--- src/rtl/pe_ctrl_pkg.sv ---
// Shared types and width helpers for the PE sequencer.
package pe_ctrl_pkg;

    typedef enum logic [2:0] {
        ST_IDLE       = 3'd0,
        ST_PROCESS    = 3'd1,
        ST_ACCUMULATE = 3'd2,
        ST_STRIDE     = 3'd3,
        ST_PADDING    = 3'd4,
        ST_LOAD       = 3'd5
    } state_t;

    // Width needed to hold the full product of two unsigned fields.
    function automatic int prod_w(input int a_w, input int b_w);
        return a_w + b_w;
    endfunction

endpackage

--- src/rtl/pe_loop_cnt.sv ---
// Loop counter: counts 0..limit, wraps to 0, carry marks the wrapping step.
module pe_loop_cnt #(
    parameter int W = 4
) (
    input  logic         clk,
    input  logic         reset,
    input  logic         en,
    input  logic         clr,
    input  logic [W-1:0] limit,
    output logic [W-1:0] cnt,
    output logic         wrap,
    output logic         carry
);

    assign wrap  = (cnt == limit);
    assign carry = en & wrap;

    always_ff @(posedge clk or negedge reset) begin
        if (!reset) begin
            cnt <= '0;
        end else if (clr) begin
            cnt <= '0;
        end else if (en) begin
            cnt <= wrap ? '0 : cnt + W'(1);
        end
    end

endmodule

--- src/rtl/pe_ctrl_mc.sv ---
// Processing-element sequencer: spad addressing, MAC/psum control, stride,
// padding and multi-pass load for one PE, with start-time config snapshot.
module pe_ctrl_mc
    import pe_ctrl_pkg::*;
#(
    parameter int F_WIDTH           = 6,
    parameter int S_WIDTH           = 4,
    parameter int U_WIDTH           = 3,
    parameter int n_WIDTH           = 3,
    parameter int p_WIDTH           = 5,
    parameter int q_WIDTH           = 3,
    parameter int PAD_WIDTH         = 3,
    parameter int IFMAP_ADDR_WIDTH  = 4,
    parameter int FILTER_ADDR_WIDTH = 8,
    parameter int PSUM_ADDR_WIDTH   = 5
) (
    input  logic                         clk,
    input  logic                         reset,
    input  logic                         start,
    input  logic                         abort,
    input  logic                         await,
    input  logic                         acc_mode,
    input  logic [S_WIDTH-1:0]           S,
    input  logic [F_WIDTH-1:0]           F,
    input  logic [U_WIDTH-1:0]           U,
    input  logic [n_WIDTH-1:0]           n,
    input  logic [p_WIDTH-1:0]           p,
    input  logic [q_WIDTH-1:0]           q,
    input  logic [PAD_WIDTH-1:0]         pad_cnt,
    input  logic                         ipsum_fifo_empty,
    input  logic                         opsum_fifo_full,
    output logic                         busy,
    output logic                         done,
    output logic                         cfg_err,
    output logic                         reset_accumulation,
    output logic                         accumulate_ipsum,
    output logic                         opsum_push,
    output logic                         reset_ifmap_spad,
    output logic                         reset_filter_spad,
    output logic                         shift,
    output logic                         rd_data,
    output logic                         wr_psum,
    output logic                         pad,
    output logic [IFMAP_ADDR_WIDTH-1:0]  ifmap_addr,
    output logic [FILTER_ADDR_WIDTH-1:0] filter_addr,
    output logic [PSUM_ADDR_WIDTH-1:0]   psum_addr
);

    localparam int SQ_W = prod_w(S_WIDTH, q_WIDTH);
    localparam int UQ_W = prod_w(U_WIDTH, q_WIDTH);
    localparam int IP_W = prod_w(SQ_W, p_WIDTH);

    state_t state, state_nx;

    logic [S_WIDTH-1:0]   s_r;
    logic [F_WIDTH-1:0]   f_r;
    logic [U_WIDTH-1:0]   u_r;
    logic [n_WIDTH-1:0]   n_r;
    logic [p_WIDTH-1:0]   p_r;
    logic [q_WIDTH-1:0]   q_r;
    logic [PAD_WIDTH-1:0] pad_r;
    logic                 acc_r;

    logic [SQ_W-1:0]      i_cnt, i_lim;
    logic [p_WIDTH-1:0]   j_cnt, j_lim;
    logic [F_WIDTH-1:0]   f_cnt, f_lim;
    logic [UQ_W-1:0]      u_cnt, u_lim;
    logic [PAD_WIDTH-1:0] k_cnt, k_lim;
    logic [n_WIDTH-1:0]   m_cnt, m_lim;

    logic i_en, j_en, f_en, u_en, k_en, m_en, cnt_clr;
    logic i_wrap, j_wrap, f_wrap, u_wrap, k_wrap, m_wrap;
    logic i_carry, j_carry, f_carry, u_carry, k_carry, m_carry;
    logic cfg_bad, acc_ok, proc_go, acc_go;
    logic unused_wraps;

    assign cfg_bad = (S == '0) | (F == '0) | (U == '0) |
                     (n == '0) | (p == '0) | (q == '0);

    always_ff @(posedge clk or negedge reset) begin
        if (!reset) begin
            state <= ST_IDLE;
            s_r   <= '0;
            f_r   <= '0;
            u_r   <= '0;
            n_r   <= '0;
            p_r   <= '0;
            q_r   <= '0;
            pad_r <= '0;
            acc_r <= 1'b0;
        end else begin
            state <= state_nx;
            if (state == ST_IDLE && start && !cfg_bad) begin
                s_r   <= S;
                f_r   <= F;
                u_r   <= U;
                n_r   <= n;
                p_r   <= p;
                q_r   <= q;
                pad_r <= pad_cnt;
                acc_r <= acc_mode;
            end
        end
    end

    // Loop limits are last values; products are formed at full width first.
    assign i_lim = SQ_W'(s_r) * SQ_W'(q_r) - SQ_W'(1);
    assign j_lim = p_r - p_WIDTH'(1);
    assign f_lim = f_r - F_WIDTH'(1);
    assign u_lim = UQ_W'(u_r) * UQ_W'(q_r) - UQ_W'(1);
    assign k_lim = pad_r - PAD_WIDTH'(1);
    assign m_lim = n_r - n_WIDTH'(1);

    assign acc_ok  = acc_r ? (~ipsum_fifo_empty & ~opsum_fifo_full) : ~opsum_fifo_full;
    assign proc_go = (state == ST_PROCESS) & ~abort & ~await;
    assign acc_go  = (state == ST_ACCUMULATE) & ~abort & acc_ok;
    assign cnt_clr = (state == ST_IDLE) | abort;

    assign j_en = proc_go | acc_go;
    assign i_en = j_carry & (state == ST_PROCESS);
    assign f_en = j_carry & (state == ST_ACCUMULATE);
    assign u_en = (state == ST_STRIDE) & ~abort;
    assign k_en = (state == ST_PADDING) & ~abort;
    assign m_en = (state == ST_LOAD) & ~abort;

    pe_loop_cnt #(.W(SQ_W)) u_i_cnt (
        .clk(clk), .reset(reset), .en(i_en), .clr(cnt_clr), .limit(i_lim),
        .cnt(i_cnt), .wrap(i_wrap), .carry(i_carry));
    pe_loop_cnt #(.W(p_WIDTH)) u_j_cnt (
        .clk(clk), .reset(reset), .en(j_en), .clr(cnt_clr), .limit(j_lim),
        .cnt(j_cnt), .wrap(j_wrap), .carry(j_carry));
    pe_loop_cnt #(.W(F_WIDTH)) u_f_cnt (
        .clk(clk), .reset(reset), .en(f_en), .clr(cnt_clr), .limit(f_lim),
        .cnt(f_cnt), .wrap(f_wrap), .carry(f_carry));
    pe_loop_cnt #(.W(UQ_W)) u_u_cnt (
        .clk(clk), .reset(reset), .en(u_en), .clr(cnt_clr), .limit(u_lim),
        .cnt(u_cnt), .wrap(u_wrap), .carry(u_carry));
    pe_loop_cnt #(.W(PAD_WIDTH)) u_k_cnt (
        .clk(clk), .reset(reset), .en(k_en), .clr(cnt_clr), .limit(k_lim),
        .cnt(k_cnt), .wrap(k_wrap), .carry(k_carry));
    pe_loop_cnt #(.W(n_WIDTH)) u_m_cnt (
        .clk(clk), .reset(reset), .en(m_en), .clr(cnt_clr), .limit(m_lim),
        .cnt(m_cnt), .wrap(m_wrap), .carry(m_carry));

    // Transitions key off carries; the level wrap flags are not needed here.
    assign unused_wraps = &{1'b0, i_wrap, j_wrap, f_wrap, u_wrap, k_wrap, m_wrap,
                            f_cnt, u_cnt, k_cnt, m_cnt};

    assign busy        = (state != ST_IDLE);
    assign ifmap_addr  = IFMAP_ADDR_WIDTH'(i_cnt);
    assign psum_addr   = PSUM_ADDR_WIDTH'(j_cnt);
    assign filter_addr = FILTER_ADDR_WIDTH'(IP_W'(i_cnt) * IP_W'(p_r) + IP_W'(j_cnt));

    always_comb begin
        state_nx           = state;
        cfg_err            = 1'b0;
        done               = 1'b0;
        reset_accumulation = 1'b0;
        accumulate_ipsum   = 1'b0;
        opsum_push         = 1'b0;
        reset_ifmap_spad   = 1'b0;
        reset_filter_spad  = 1'b0;
        shift              = 1'b0;
        rd_data            = 1'b0;
        wr_psum            = 1'b0;
        pad                = 1'b0;
        if (state != ST_IDLE && abort) begin
            state_nx = ST_IDLE;
        end else begin
            unique case (state)
                ST_IDLE: begin
                    if (start) begin
                        if (cfg_bad) cfg_err = reset;
                        else         state_nx = ST_PROCESS;
                    end
                end
                ST_PROCESS: begin
                    if (proc_go) begin
                        rd_data            = 1'b1;
                        wr_psum            = 1'b1;
                        reset_accumulation = (i_cnt == '0);
                        if (i_carry) state_nx = ST_ACCUMULATE;
                    end
                end
                ST_ACCUMULATE: begin
                    if (acc_go) begin
                        opsum_push       = 1'b1;
                        accumulate_ipsum = acc_r;
                        if (j_carry) begin
                            if (!f_carry)          state_nx = ST_STRIDE;
                            else if (pad_r != '0)  state_nx = ST_PADDING;
                            else                   state_nx = ST_LOAD;
                        end
                    end
                end
                ST_STRIDE: begin
                    shift = 1'b1;
                    if (u_carry) state_nx = ST_PROCESS;
                end
                ST_PADDING: begin
                    pad = 1'b1;
                    if (k_carry) state_nx = ST_LOAD;
                end
                ST_LOAD: begin
                    reset_ifmap_spad = 1'b1;
                    if (m_carry) begin
                        reset_filter_spad = 1'b1;
                        done              = 1'b1;
                        state_nx          = ST_IDLE;
                    end else begin
                        state_nx = ST_PROCESS;
                    end
                end
                default: state_nx = ST_IDLE;
            endcase
        end
    end

endmodule

--- config.mk ---
export PLATFORM = sky130hd
export DESIGN_NAME = pe_ctrl_mc
export DESIGN_NICKNAME = d
export VERILOG_FILES = /design/src/rtl/pe_ctrl_pkg.sv /design/src/rtl/pe_loop_cnt.sv /design/src/rtl/pe_ctrl_mc.sv
export SDC_FILE = /design/constraint.sdc
export NUM_CORES = 1
export LEC_CHECK = 0
export CORE_ASPECT_RATIO = 1.75
export CORE_MARGIN = 4
export CORE_UTILIZATION = 50
export DETAILED_ROUTE_END_ITERATION = 8
export GPL_TIMING_DRIVEN = 0
export PLACE_DENSITY_LB_ADDON = 0.2
export SLEW_MARGIN = 25
export SYNTH_ARGS = -nofsm -noshare
export SYNTH_HDL_FRONTEND = slang
export SYNTH_SLANG_ARGS = --single-unit
--- constraint.sdc ---
create_clock -name clk -period 4.5 [get_ports clk]
set_input_delay 0.9 -clock clk [delete_from_list [all_inputs] [get_ports clk]]
set_output_delay 0.9 -clock clk [all_outputs]
set_load 0.005 [all_outputs]
; ---- Word level (Yosys, flattened, before mapping)
; Index checks and enable logic that the tools add are counted.
[totals]
reg_bits = 61
in_bits = 35
out_inout_bits = 29
elab_cells = 155
[classes]
n_addsub = 13
mul = 3
eq_ne = 19
n_mux = 57
bitwise_logic = 27
n_reduce_logical = 21
[op_table]
columns = cell, n
row1 = $mux 3, 16
row2 = $mux 6, 6
row3 = $mux 1, 28
row4 = $ne 3x2->1 const B, 8
row5 = $mux 7, 3
row6 = $pmux 3 s6, 1
row7 = $and 1x1->1, 16
row8 = $mux 5, 3
row9 = $add 6x1->6 const B, 2
row10 = $eq 6x6->1, 2
row11 = $logic_not 3->1, 4
row12 = $reduce_bool 2->1, 6
row13 = $sub 6x1->6 const B, 2
row14 = $add 8x5->8, 1
row15 = $mul 7x5->8, 1
row16 = $reduce_and 8->1, 1
row17 = $add 7x1->7 const B, 1
row18 = $eq 7x7->1, 1
row19 = $logic_not 7->1, 1
row20 = $mul 4x3->7, 1
row21 = $or 1x1->1, 7
row22 = $sub 7x1->7 const B, 1
row23 = $add 3x1->3 const B, 2
row24 = $eq 3x2->1 const B, 2
row25 = 15 further kinds, 24

; ---- Depth between registers and ports, before layout
[depth]
word_depth = 13
mapped_depth = 14
depth_no_buf = 12

; ---- Modules after synthesis
; A second synthesis with hierarchy kept.
[hier_totals]
hier_cells = 552
hier_area_um2 = 5531.6
[modules_own_cells]
columns = module, n_inst, cells_each, area_per_inst_um2, seq_area_each_um2
row1 = pe_ctrl_mc, 1, 335, 3299.4, 775.7
row2 = pe_loop_cnt (u_f_cnt ...), 2, 41, 437.9, 150.1
row3 = pe_loop_cnt (u_i_cnt), 1, 50, 499.2, 175.2
row4 = pe_loop_cnt (u_k_cnt ...), 2, 21, 227.7, 75.1
row5 = pe_loop_cnt (u_j_cnt), 1, 43, 401.6, 125.1

; ---- Worst setup path after synthesis
; No wires, ideal clock.
[synth_timing]
path_type = flip-flop to output port
start = register u_i_cnt.cnt[2]
end = output port filter_addr[7]
arrival_ns = 3.163
required_time_ns = 3.600
setup_slack_ns = 0.437
path_stages_with_launch = 12
n_path_buf = 1
cell_sequence = dfrtp_1 > clkbuf_1 > nand2_1 > fa_1 > fa_1 > fa_1 > inv_1 > ha_1 > a21oi_1 > o21bai_1 > a21oi_1 > xnor2_1
[synth_via]
elab_chain_len = 2
[synth_lines]
columns = element, line
row1 = "start, declared", pe_loop_cnt.sv:10  ; output logic [W-1:0] cnt,
row2 = "start signal, assigned", pe_loop_cnt.sv:24  ; cnt <= wrap ? '0 : cnt + W'(1);
row3 = $mul 7x5->8, pe_ctrl_mc.sv:152  ; assign filter_addr = FILTER_ADDR_WIDTH'(IP_W'(i_cnt) * IP_W'(p_r) + IP_W'(j_cnt));
row4 = $add 8x5->8, pe_ctrl_mc.sv:152
row5 = "end, declared", pe_ctrl_mc.sv:45  ; output logic [FILTER_ADDR_WIDTH-1:0] filter_addr,
; No other way between the ends.

; ---- Worst setup path after layout
[layout_timing]
start = register u_i_cnt.cnt[2]
end = output port filter_addr[6]
; The elaborated chain is that of the path after synthesis.

==> impl_metrics.toml <==
[status]
outcome = "finished, final reports clean"

[global_routing]
track_usage_pct = 22.2
grt_max_degree = 42
use_met3_pct = 4.13
met2_usage_pct = 42.1
grt_pass1_wl_mm = 21.2
grt-ovfl-total = 0
antenna_found_initial = 0
grt_pass1_vias = 4491
top_usage_layer = "met2"
gr-usage-met1_pct = 22.9

[cts]
cts_sinks = 61
cts_tree = "done"
cts_buffer_depth = 2
clk_pin_slew_worst_paths_ps = 60
cts_made_buffers = 9
htree_levels = 3
ctsRootBufferMaster = "clkbuf_16"
clk_latency_ps = 330

[setup_path]
cp.arrival_ps = 3470
crit_required_ps = 3600
crit_type = "reg -> out"
end_kind = "output pin"
setup.worst_path.start_class = "register"
path_max_fanout = 5

[sta]
hold_viol = 0
skew_ps = 5.43
relSlewSlack_pct = 41.8
rsz0062_at_grt = "false"
worstMarginPinSlew_ps = 865
maxSlewViolCount = 0
period_needed_ps = 4370
fin_crit_sh_pct = 97.0
clock.fmax_mhz = 229
finalSetupViolCount = 0

[finish]
finalCoreUtilization_pct = 64.9
diodes = 0
fillers = 817
layout_common_cells = "nand2_1 (62), clkdlybuf4s50_1 (59), dfrtp_1 (54)"
seq_area_sq_mm = 0.00154
multi_input_area_sq_mm = 0.00331
final_nets = 735
layout_commonest_cell = "nand2_1"
finalInstanceArea_sq_mm = 0.00643
layout-drive-gt1-share_pct = 15.9
synthToLayoutAreaGrowth_pct = 25.7

[pwr]
p_leak_nw = 2.94
power_mw = 3.92
vdd_drop_max_v = 0.000393
power_density_mw_per_mm2 = 609

[die]
die_h_microns = 142
die_w_microns = 84.5
core_area_sq_mm = 0.00991
io_pins = 64
rows = 48
die_area_sq_mm = 0.0120
start_util_pct = 51.6

[drt]
wl_per_cell_microns = 16.5
vias = 4246
drt_iter0_markers = 137
firstDrtPassIters = 4
wl_mm = 12.6
drtAntennaViolNets = 0
via_per_inst = 5.55
drc_errors = 0

[yosys]
syn_inst = 546
synthSimpleGateAreaFrac_pct = 17.4
yosysWarnings = 0
synth_ff_type = "dfrtp_1"
async_flop_share_pct = 100
synth-adder-area-share_pct = 18.8
yosys.cell_types.count = 61
synth_nets = 646
synth_xor_area_share_pct = 9.44
yosysSeqAreaShare_pct = 29.8
synth-seq-cells = 61
syn_avg_cell_area_sq_um = 9.37
synth_area_sq_mm = 0.00512
synth_edf_count = 0
synth_mux_area_share_pct = 6.58
synth_top_family_by_area = "adder cells"
synth_compound_area_share_pct = 11.5

[min_path]
hp-class = "in -> async"

[placed_design]
gp_congestion = 0.875
dpl.hpwl_mm = 9.65
dpl_cell_area_sq_mm = 0.00592
port_buffers = 63

[job]
cap_violations = 0
repair_timing:
item	in CTS	in global routing
setup buffers	12	5
pin swaps	4	6
endpoints found under the setup margin	5	1
gates cloned	0	0
gates resized for setup	17	8
hold buffers	0	0
critical path, cell delays in order, from the launching register on:
cell and delay, ps:
dfrtp_2 470, and2_1 190, fa_1 520, ha_4 210
fa_1 480, buf_4 160, fa_2 400, a21o_1 210
a21oi_2 150, xnor2_1 120, clkdlybuf4s15_1 220
cell type report:
type / count / area share [%]
clock inverter: 7 / 1.56
inverter: 50 / 2.92
timing repair buffer: 81 / 12.0
multi-input combinational: 410 / 51.5
buffer: 22 / 2.26
tap: 125 / 2.43
sequential: 61 / 23.9
clock buffer: 9 / 3.50
synthesized netlist by cell type (2+ instances only):
library cell / n / area, sq um
or3_1: 2 / 12.5
a21o_1: 11 / 82.6
nand3b_1: 3 / 22.5
dfrtp_1: 61 / 1530
nor2b_1: 7 / 43.8
and2_1: 14 / 87.6
nand2_1: 62 / 233
buf_6: 2 / 22.5
a22o_1: 3 / 26.3
and3_1: 7 / 43.8
clkbuf_1: 12 / 45.0
nor3_1: 10 / 50.1
buf_4: 6 / 45.0
nor4_1: 5 / 31.3
xor2_1: 8 / 70.1
nand3_1: 12 / 60.1
xnor2_1: 40 / 350
ha_1: 45 / 563
o221ai_1: 3 / 26.3
a31oi_1: 2 / 12.5
nand2b_1: 8 / 50.1
nor2_1: 33 / 124
a21oi_1: 16 / 80.1
buf_2: 5 / 25.0
a211oi_1: 2 / 15.0
o31ai_1: 8 / 60.1
a21bo_2: 2 / 20.0
nor3b_2: 3 / 37.5
fa_1: 20 / 400
o21bai_1: 4 / 30.0
mux2_2: 29 / 327
inv_1: 50 / 188
o21ai_1: 4 / 20.0
nand4_1: 2 / 12.5
o21ai_0: 19 / 95.1
metal layers:
layer  up-vias  share of wire, %
li1       2031                 -
met1      2073                35
met2       107                57
met3        35               3.9
met4         0               4.0
met5         -                 0
flip-flops by register name, summed over array words and instances, names as in the netlist:
register	count
u_i_cnt.cnt	7
f_r	6
u_f_cnt.cnt	6
u_u_cnt.cnt	6
p_r	5
u_j_cnt.cnt	5
s_r	4
n_r	3
pad_r	3
q_r	3
state	3
u_k_cnt.cnt	3
u_m_cnt.cnt	3
u_r	3
acc_r	1
power by group:
group,switching (mW),internal (mW),total [mW]
registers,0.148,0.707,0.855
logic,1.17,1.14,2.31
clock network,0.269,0.486,0.755
worst paths after layout:
kind,from,cells past startpoint,slack [ps],endpoint
hold / removal,reset,1,460,u_u_cnt.cnt[2]$_DFFE_PN0P_
setup reg to reg,q_r[2]$_DFFE_PN0P_,13,550,state[1]$_DFFE_PN0P_
setup / recovery,u_i_cnt.cnt[2]$_DFFE_PN0P_,10,130,filter_addr[6]
max in group asynchronous,reset,2,3500,p_r[0]$_DFFE_PN0P_
hold reg to reg,pad_r[1]$_DFFE_PN0P_,1,510,pad_r[1]$_DFFE_PN0P_
min in group clk,pad_r[1]$_DFFE_PN0P_,1,510,pad_r[1]$_DFFE_PN0P_
metrics by stage:
stage / cells / hold slack, ps / TNS, ps / setup WS, ps
after floorplan: 546 / 469 / 0 / 437
after global placement: 734 / 493 / -1620 / -874
after detailed placement: 735 / 493 / -911 / -455
after CTS: 760 / 467 / 0 / 11.7
after global routing: 765 / 477 / 0 / 8.12
final: 765 / 457 / 0 / 135
cell families (layout without fill, tap and decap cells):
group,count (synthesis),after routing
AO/OA/AOI/OAI,86,86
XOR/XNOR,51,51
adder cells (fa/ha/maj),65,65
buffers and inverters,75,169
flip-flops,61,61
multiplexers,30,30
AND/OR/NAND/NOR,178,178
(Power assumes the default switching activity.)
